==> src/rtl/sha256_pkg.sv <==
// Shared SHA-256 definitions: FSM state type, round constants, IVs and round functions.
package sha256_pkg;

   typedef enum logic [1:0] {
      eIdle = 2'd0,
      eBusy = 2'd1,
      eAdd  = 2'd2,
      eDone = 2'd3
   } state_e;

   localparam logic [31:0] K [64] = '{
      32'h428a2f98, 32'h71374491, 32'hb5c0fbcf, 32'he9b5dba5, 32'h3956c25b, 32'h59f111f1, 32'h923f82a4, 32'hab1c5ed5,
      32'hd807aa98, 32'h12835b01, 32'h243185be, 32'h550c7dc3, 32'h72be5d74, 32'h80deb1fe, 32'h9bdc06a7, 32'hc19bf174,
      32'he49b69c1, 32'hefbe4786, 32'h0fc19dc6, 32'h240ca1cc, 32'h2de92c6f, 32'h4a7484aa, 32'h5cb0a9dc, 32'h76f988da,
      32'h983e5152, 32'ha831c66d, 32'hb00327c8, 32'hbf597fc7, 32'hc6e00bf3, 32'hd5a79147, 32'h06ca6351, 32'h14292967,
      32'h27b70a85, 32'h2e1b2138, 32'h4d2c6dfc, 32'h53380d13, 32'h650a7354, 32'h766a0abb, 32'h81c2c92e, 32'h92722c85,
      32'ha2bfe8a1, 32'ha81a664b, 32'hc24b8b70, 32'hc76c51a3, 32'hd192e819, 32'hd6990624, 32'hf40e3585, 32'h106aa070,
      32'h19a4c116, 32'h1e376c08, 32'h2748774c, 32'h34b0bcb5, 32'h391c0cb3, 32'h4ed8aa4a, 32'h5b9cca4f, 32'h682e6ff3,
      32'h748f82ee, 32'h78a5636f, 32'h84c87814, 32'h8cc70208, 32'h90befffa, 32'ha4506ceb, 32'hbef9a3f7, 32'hc67178f2
   };

   localparam logic [255:0] IV_256 = {
      32'h6a09e667, 32'hbb67ae85, 32'h3c6ef372, 32'ha54ff53a,
      32'h510e527f, 32'h9b05688c, 32'h1f83d9ab, 32'h5be0cd19
   };

   localparam logic [255:0] IV_224 = {
      32'hc1059ed8, 32'h367cd507, 32'h3070dd17, 32'hf70e5939,
      32'hffc00b31, 32'h68581511, 32'h64f98fa7, 32'hbefa4fa4
   };

   function automatic logic [31:0] rotr(input logic [31:0] x, input int n);
      return (x >> n) | (x << (32 - n));
   endfunction

   function automatic logic [31:0] ch(input logic [31:0] e, input logic [31:0] f, input logic [31:0] g);
      return (e & f) ^ (~e & g);
   endfunction

   function automatic logic [31:0] maj(input logic [31:0] a, input logic [31:0] b, input logic [31:0] c);
      return (a & b) ^ (a & c) ^ (b & c);
   endfunction

   function automatic logic [31:0] bsig0(input logic [31:0] x);
      return rotr(x, 2) ^ rotr(x, 13) ^ rotr(x, 22);
   endfunction

   function automatic logic [31:0] bsig1(input logic [31:0] x);
      return rotr(x, 6) ^ rotr(x, 11) ^ rotr(x, 25);
   endfunction

   function automatic logic [31:0] ssig0(input logic [31:0] x);
      return rotr(x, 7) ^ rotr(x, 18) ^ (x >> 3);
   endfunction

   function automatic logic [31:0] ssig1(input logic [31:0] x);
      return rotr(x, 17) ^ rotr(x, 19) ^ (x >> 10);
   endfunction

endpackage

==> src/rtl/sha256_round.sv <==
// One combinational SHA-256 compression round; working variables packed a..h from MSB down.
module sha256_round
   import sha256_pkg::*;
(
   input  logic [255:0] work,
   input  logic [31:0]  k,
   input  logic [31:0]  w,
   output logic [255:0] work_next
);

   logic [31:0] a, b, c, d, e, f, g, h;
   logic [31:0] t1, t2;

   assign {a, b, c, d, e, f, g, h} = work;
   assign t1 = h + bsig1(e) + ch(e, f, g) + k + w;
   assign t2 = bsig0(a) + maj(a, b, c);
   assign work_next = {t1 + t2, a, b, c, d + t1, e, f, g};

endmodule

==> src/rtl/sha256_stream_core.sv <==
// Multi-block SHA-256 engine with chained hash state; SHA-224 mode when SHA256_STREAM_CORE_SHA224_EN is defined.
// state | meaning:  eIdle | ready for a block,  eBusy | rounds running,  eAdd | feed-forward,  eDone | digest held
module sha256_stream_core
   import sha256_pkg::*;
#(
   parameter int ROUNDS_PER_CYCLE = 1
) (
   input  logic         clk_i,
   input  logic         reset_n_i,
   input  logic         v_i,
   output logic         ready_o,
   input  logic [511:0] block_i,
   input  logic         first_i,
   input  logic         last_i,
`ifdef SHA256_STREAM_CORE_SHA224_EN
   input  logic         sha224_i,
`endif
   output logic         v_o,
   input  logic         yumi_i,
   output logic [255:0] digest_o
);

   localparam int R = ROUNDS_PER_CYCLE;

   if (!(R == 1 || R == 2 || R == 4 || R == 8)) begin : g_bad_rpc
      $error("sha256_stream_core: ROUNDS_PER_CYCLE must be 1, 2, 4 or 8");
   end

   localparam logic [5:0] T_LAST = 6'(64 - R);

   state_e       state;
   logic [31:0]  win      [16];
   logic [31:0]  win_next [16];
   logic [31:0]  ext      [16+R];
   logic [255:0] work, h_reg, h_sum, iv_sel, round_out;
   logic [5:0]   t;
   logic         last_q, msg_active, mode_224, load_iv;

`ifdef SHA256_STREAM_CORE_SHA224_EN
   assign iv_sel = sha224_i ? IV_224 : IV_256;
`else
   assign iv_sel   = IV_256;
   assign mode_224 = 1'b0;
`endif

   assign ready_o = (state == eIdle);
   assign v_o     = (state == eDone);
   assign load_iv = first_i | ~msg_active;

   // Extend the window by R words so R rounds can consume W[t..t+R-1] and slide forward.
   always_comb begin
      for (int i = 0; i < 16; i++) ext[i] = win[i];
      for (int j = 0; j < R; j++)
         ext[16+j] = ssig1(ext[14+j]) + ext[9+j] + ssig0(ext[1+j]) + ext[j];
      for (int i = 0; i < 16; i++) win_next[i] = ext[R+i];
   end

   for (genvar r = 0; r < R; r++) begin : g_rnd
      logic [255:0] cur, nxt;
      if (r == 0) begin : g_head
         assign cur = work;
      end else begin : g_link
         assign cur = g_rnd[r-1].nxt;
      end
      sha256_round u_round (
         .work      (cur),
         .k         (K[t + 6'(r)]),
         .w         (win[r]),
         .work_next (nxt)
      );
   end

   assign round_out = g_rnd[R-1].nxt;

   always_comb begin
      h_sum = '0;
      for (int i = 0; i < 8; i++) h_sum[32*i +: 32] = h_reg[32*i +: 32] + work[32*i +: 32];
   end

   always_ff @(posedge clk_i) begin
      if (!reset_n_i) begin
         state      <= eIdle;
         t          <= '0;
         h_reg      <= '0;
         work       <= '0;
         digest_o   <= '0;
         msg_active <= 1'b0;
         last_q     <= 1'b0;
`ifdef SHA256_STREAM_CORE_SHA224_EN
         mode_224   <= 1'b0;
`endif
         for (int i = 0; i < 16; i++) win[i] <= '0;
      end else begin
         case (state)
            eIdle: if (v_i) begin
               for (int i = 0; i < 16; i++) win[i] <= block_i[511 - 32*i -: 32];
               last_q <= last_i;
               t      <= '0;
               if (load_iv) begin
                  h_reg <= iv_sel;
                  work  <= iv_sel;
`ifdef SHA256_STREAM_CORE_SHA224_EN
                  mode_224 <= sha224_i;
`endif
               end else begin
                  work <= h_reg;
               end
               state <= eBusy;
            end
            eBusy: begin
               work <= round_out;
               win  <= win_next;
               t    <= t + 6'(R);
               if (t == T_LAST) state <= eAdd;
            end
            eAdd: begin
               h_reg <= h_sum;
               if (last_q) begin
                  digest_o   <= mode_224 ? {h_sum[255:32], 32'h0} : h_sum;
                  msg_active <= 1'b0;
                  state      <= eDone;
               end else begin
                  msg_active <= 1'b1;
                  state      <= eIdle;
               end
            end
            eDone: if (yumi_i) state <= eIdle;
            default: state <= eIdle;
         endcase
      end
   end

endmodule
==> config.mk <==
export PLATFORM = sky130hd
export DESIGN_NAME = sha256_stream_core
export DESIGN_NICKNAME = d
export VERILOG_FILES = /design/src/rtl/sha256_pkg.sv /design/src/rtl/sha256_round.sv /design/src/rtl/sha256_stream_core.sv
export SDC_FILE = /design/constraint.sdc
export NUM_CORES = 2
export LEC_CHECK = 0
export ABC_AREA = 1
export BUFFER_PORTS_ARGS = -buffer_cell sky130_fd_sc_hd__clkbuf_2
export CAP_MARGIN = 0
export CORE_ASPECT_RATIO = 0.8
export CORE_MARGIN = 3
export CORE_UTILIZATION = 45
export CTS_CLUSTER_DIAMETER = 80
export DETAILED_ROUTE_END_ITERATION = 10
export GPL_TIMING_DRIVEN = 0
export PLACE_DENSITY = 0.66
export SETUP_SLACK_MARGIN = 0.4
export SYNTH_ARGS = -nofsm -noshare
export SYNTH_HDL_FRONTEND = slang
export SYNTH_SLANG_ARGS = --single-unit
export TNS_END_PERCENT = 50
==> constraint.sdc <==
create_clock -name clk_i -period 6.3 [get_ports clk_i]
set_input_delay 0 -clock clk_i [delete_from_list [all_inputs] [get_ports clk_i]]
set_output_delay 0 -clock clk_i [all_outputs]
set_load 0.005 [all_outputs]
==> run_results.csv, run 1 <==
group,metric,value,unit
clocking,htreeDepth,4,
status,first-error,"[ERROR GRT-0116] Global routing finished with congestion. Check the congestion regions in the DRC Viewer.",
grt,grt_pass1_vias,107000,
place,port-buffer-count,774,
yosys,async_reset_ff_share,0,%
yosys,synth_edf_count,0,
yosys,synth-seq-cells,1290,
yosys,synthCells,12600,
yosys,synth.area.top_cells,"dfxtp_1 30%, nand2_1 12%, o21ai_0 8.7%",
yosys,synth_area_leader_cell,"dfxtp_1",
place,dpl.hpwl,423000,um
yosys,synth.top_cell.area_share,29.8,%
grt,grt_max_degree,21,
clocking,cts_root_buf,"clkbuf_16",
grt,grtUsageTotal,55.4,%
clocking,cts_max_path_buffers,3,
floorplan,num_rows,143,
grt,grt_pass1_wl,778000,um
grt,grt-ovfl-total,35,
place,dp_slack,-2.75,ns
yosys,syn_area,86600,sq um
yosys,syn_nets,13700,
yosys,synthFlopType,"dfxtp_1",
clocking,cts_sinks,1290,
yosys,avgSynthCellArea,6.90,sq um
place,gp_congestion,1.18,
yosys,ys_seq_area_share,29.8,%
yosys,yosysWarnings,0,
floorplan,io_pins,776,
floorplan,die_w,497,um
floorplan,start_util,45.5,%
clocking,cts_buffers,145,
status,status,"did not finish",
status,stop_stage,"global routing (5_1_grt)",
yosys,synth_cell_types,79,
floorplan,die_y,398,um
-- cell usage after synthesis (all sizes together), types with 14 or more instances --
cell type	count
fa	195
o21bai	167
dfxtp	1290
o211ai	176
a221oi	20
a211oi	14
a31o	27
nor3	99
clkbuf	550
nand2	2687
ha	399
a21boi	38
o21ai	1606
a22o	31
o22ai	71
buf	225
o2111ai	17
a31oi	530
o221ai	35
a21o	67
or2	55
a21oi	1008
nor2	653
nand3	537
inv	1400
xor2	234
o21a	31
xnor2	182
nand4	85
nand3b	32
-- metrics by stage --
stage                     instance area, sq um  TNS [ns]  std cells
after detailed placement                 93800    -90.67      15900
after global placement                   93700   -119.24      15900
after CTS                               110000     -3.61      17000
after floorplan                          86700         0      12600
-- metal layers --
metal	GRT overflow	global-route usage [%]
met1	0	66.9
met2	19	71.6
met3	2	30.5
met4	14	41.9
met5	0	4.90
-- logic make-up after synthesis --
logic type | count (synthesis) | share of synthesized area, %
adders and majority gates | 595 | 10.3
xor gates and xnor gates | 416 | 4.22
buffers and inverters | 2177 | 9.73
muxes | 13 | 0.166
AOI/OAI and AO/OA | 3896 | 25.9
and+or+nand+nor | 4167 | 19.9
DFF | 1290 | 29.8
-- repair_timing --
item / in CTS
setup buffers: 94
setup endpoints to repair: 59
gates resized for setup: 681
pin swaps: 157
hold buffers: 728
endpoints found under the hold margin: 516
==> run 2: changes to the inputs <==
--- a/config.mk
+++ b/config.mk
@@ -8,14 +8,11 @@
 export ABC_AREA = 1
 export BUFFER_PORTS_ARGS = -buffer_cell sky130_fd_sc_hd__clkbuf_2
 export CAP_MARGIN = 0
-export CORE_ASPECT_RATIO = 0.8
 export CORE_MARGIN = 3
-export CORE_UTILIZATION = 45
-export CTS_CLUSTER_DIAMETER = 80
+export CORE_UTILIZATION = 30
 export DETAILED_ROUTE_END_ITERATION = 10
 export GPL_TIMING_DRIVEN = 0
-export PLACE_DENSITY = 0.66
-export SETUP_SLACK_MARGIN = 0.4
+export PLACE_DENSITY_LB_ADDON = 0.15
 export SYNTH_ARGS = -nofsm -noshare
 export SYNTH_HDL_FRONTEND = slang
 export SYNTH_SLANG_ARGS = --single-unit
==> constraint.sdc (replaced) <==
create_clock -name clk_i -period 8.2 [get_ports clk_i]
set_input_delay 0 -clock clk_i [delete_from_list [all_inputs] [get_ports clk_i]]
set_output_delay 0 -clock clk_i [all_outputs]
set_load 0.005 [all_outputs]
==> run 2 against run 1 <==
Compared with the run above:
- the flow now finishes, with violations (capacitance limit, slew limit)
- area after synthesis unchanged
- synthesized cell count unchanged
==> run_results.csv, run 2 <==
group,metric,value,unit
final_layout,syn_to_final_growth,27.9,%
worst_setup_path,worst_setup_path_end_kind,"register",
worst_setup_path,startpoint_type,"register",
floorplan,start_util,30.3,%
floorplan,core,286000,sq um
run,cap_violations,15,
worst_setup_path,required,9.02,ns
timing,slew_violations,152,
worst_setup_path,critical_path.max_fanout,6,
final_layout,largest_reg_flops,512,
timing,setup_viol,0,
status,status,"finished with violations",
clocking,cts_sinks,1290,
worst_hold_path,hold_depth,4,
timing,period_share,98.7,%
place,gp_congestion,1.05,
floorplan,die_y,543,um
floorplan,die-area,295000,sq um
clocking,cts_tree,"yes",
worst_hold_path,whs_endpoint,"ext[500]",
yosys,async_reset_ff_share,0,%
drt,vias,102000,
place,port-buffer-count,774,
yosys,yosys-top-cells-count,"2671 x nand2_1, 1508 x o21ai_0, 1359 x inv_1",
worst_setup_path,r2r_setup_slack,0.11,ns
drt,drc,0,
yosys,synth_cell_types,79,
worst_setup_path,cp_slowest_cell,"dfxtp_1",
worst_setup_path,r2r_end,"g_rnd[0].cur[251]",
yosys,synth_area_leader_cell,"dfxtp_1",
grt,grt-ovfl-total,0,
clocking,cts_buffers,167,
grt,grt_pass1_wl,774000,um
final_layout,layout-drive-gt1-share,10.4,%
floorplan,num_rows,196,
status,violations,"capacitance limit, slew limit",
clocking,clock_latency,0.89,ns
grt,grtUsageTotal,36.8,%
timing,fmax,124,MHz
worst_setup_path,r2r_cells,32,
drt,dr.pass1.iters,7,
yosys,syn_nets,13700,
drt,wl_per_cell,30.8,um
yosys,synth-seq-cells,1290,
clocking,htreeDepth,4,
clocking,cts_max_path_buffers,4,
yosys,synth_edf_count,0,
yosys,avgSynthCellArea,6.90,sq um
yosys,synth.top_cell.area_share,29.8,%
timing,maxSlewHeadroom,-6.45,%
timing,tightest_slew,1.60,ns
yosys,yosysWarnings,0,
final_layout,most-common-layout-cells,"2670 x nand2_1, 1502 x o21ai_0, 1357 x inv_1",
worst_setup_path,max_stage_delay,1.02,ns
final_layout,layout.nets,15500,
grt,grt_max_degree,21,
drt,wl,565000,um
worst_hold_path,hp-class,"in -> reg",
yosys,yosysMostFrequentCell,"nand2_1",
timing,rsz0062_at_grt,"true",
grt,antenna_found_initial,95,
worst_setup_path,path_class,"reg -> reg",
yosys,synth.area.top_cells,"dfxtp_1 30%, nand2_1 12%, o21ai_0 8.7%",
yosys,ys_seq_area_share,29.8,%
drt,routed_via_density,5.57,
floorplan,io_pins,776,
yosys,syn_area,86600,sq um
worst_setup_path,cpMostUsedCell,"inv_1",
grt,grt_pass1_vias,99500,
place,dp_slack,-1.25,ns
final_layout,final_util,38.7,%
drt,drt_iter0_drc,11200,
clocking,clkTransAtPathRegs,0.06,ns
final_layout,final_common_cell,"nand2_1",
timing,setup_ws,0.108,ns
timing,clock_skew,0.0478,ns
drt,antenna_left,0,
yosys,synthCells,12600,
worst_setup_path,arrival,8.92,ns
timing,layout_min_cycle_time,8.09,ns
worst_hold_path,min_from,"block_i[468]",
worst_setup_path,reg2reg_from,"g_rnd[0].cur[121]",
timing,hold_violations,0,
yosys,synthFlopType,"dfxtp_1",
clocking,cts_root_buf,"clkbuf_16",
floorplan,die_w,543,um
place,dpl.hpwl,455000,um
run 2: kinds of logic (layout without fill, tap and decap cells):
family	after synthesis	in the layout	synth area share, %
AOI/OAI and AO/OA	3896	3896	25.9
other	0	62	0
muxes	13	13	0.166
and+or+nand+nor	4167	4167	19.9
buffers and inverters	2177	4181	9.73
DFF	1290	1290	29.8
adders and majority gates	595	595	10.3
xor gates and xnor gates	416	416	4.22
run 2: layout make-up:
type	count	area (sq um)
well taps	3762	4710
diodes	62	155
flip-flops and latches	1290	25800
inverters	1402	5280
multi-input cells	9087	52500
repair buffers	1712	13300
clock buffers	231	4860
clock inverters	62	898
plain buffers	774	3200
fillers	30700	175000
run 2: worst max-delay path: cells and delay by family, from the launching register on:
kind	cells	cell delay, ns
fa+ha+maj	7	2.86
simple gates	13	1.67
buf+inv	7	1.10
flops	1	1.02
xor+xnor	2	0.85
compound gates	3	0.54
run 2: layer usage:
layer	global-route usage (%)	up-vias	routed length, um
met5	0.536	-	447
met4	27.2	38	49800
met3	8.25	1426	47800
met2	58.2	5355	249000
met1	43.7	49300	219000
li1	-	46200	-
run 2: timing repair:
action	4_1_cts	5_1_grt
hold buffers	921	0
pin swaps	0	5
buffers inserted	0	10
endpoints found under the hold margin	516	0
gates resized for setup	22	32
setup endpoints to repair	44	24
run 2: metrics by stage:
stage          std cells  setup TNS, ns  cell area [sq um]  hold WS, ns
3_5_place_dp       17100         -24.12              95300        0.253
2_1_floorplan      12600              0              86600        0.135
4_1_cts            18300              0             110000     0.000899
6_report           18400              0             111000       0.0209
5_1_grt            18400        -0.0769             111000       0.0314
3_3_place_gp       17100         -37.74              95200        0.246
run 2: worst max-delay path by stage:
stage / from / end / slack (ns) / cells past startpoint
floorplan: t[0] / g_rnd[0].cur[242] / 1.89 / 37
global placement: t[1] / g_rnd[0].cur[251] / -1.55 / 39
detailed placement: t[1] / g_rnd[0].cur[251] / -1.25 / 39
CTS: t[1] / g_rnd[0].cur[251] / 0.004 / 38
global route: t[0] / g_rnd[0].cur[251] / -0.04 / 36
finish: g_rnd[0].cur[121] / g_rnd[0].cur[251] / 0.11 / 32
Power of run 2 is left out: the tool's default activity adds up to more than one toggle a clock period on the data nets, which glitch-free logic cannot reach.
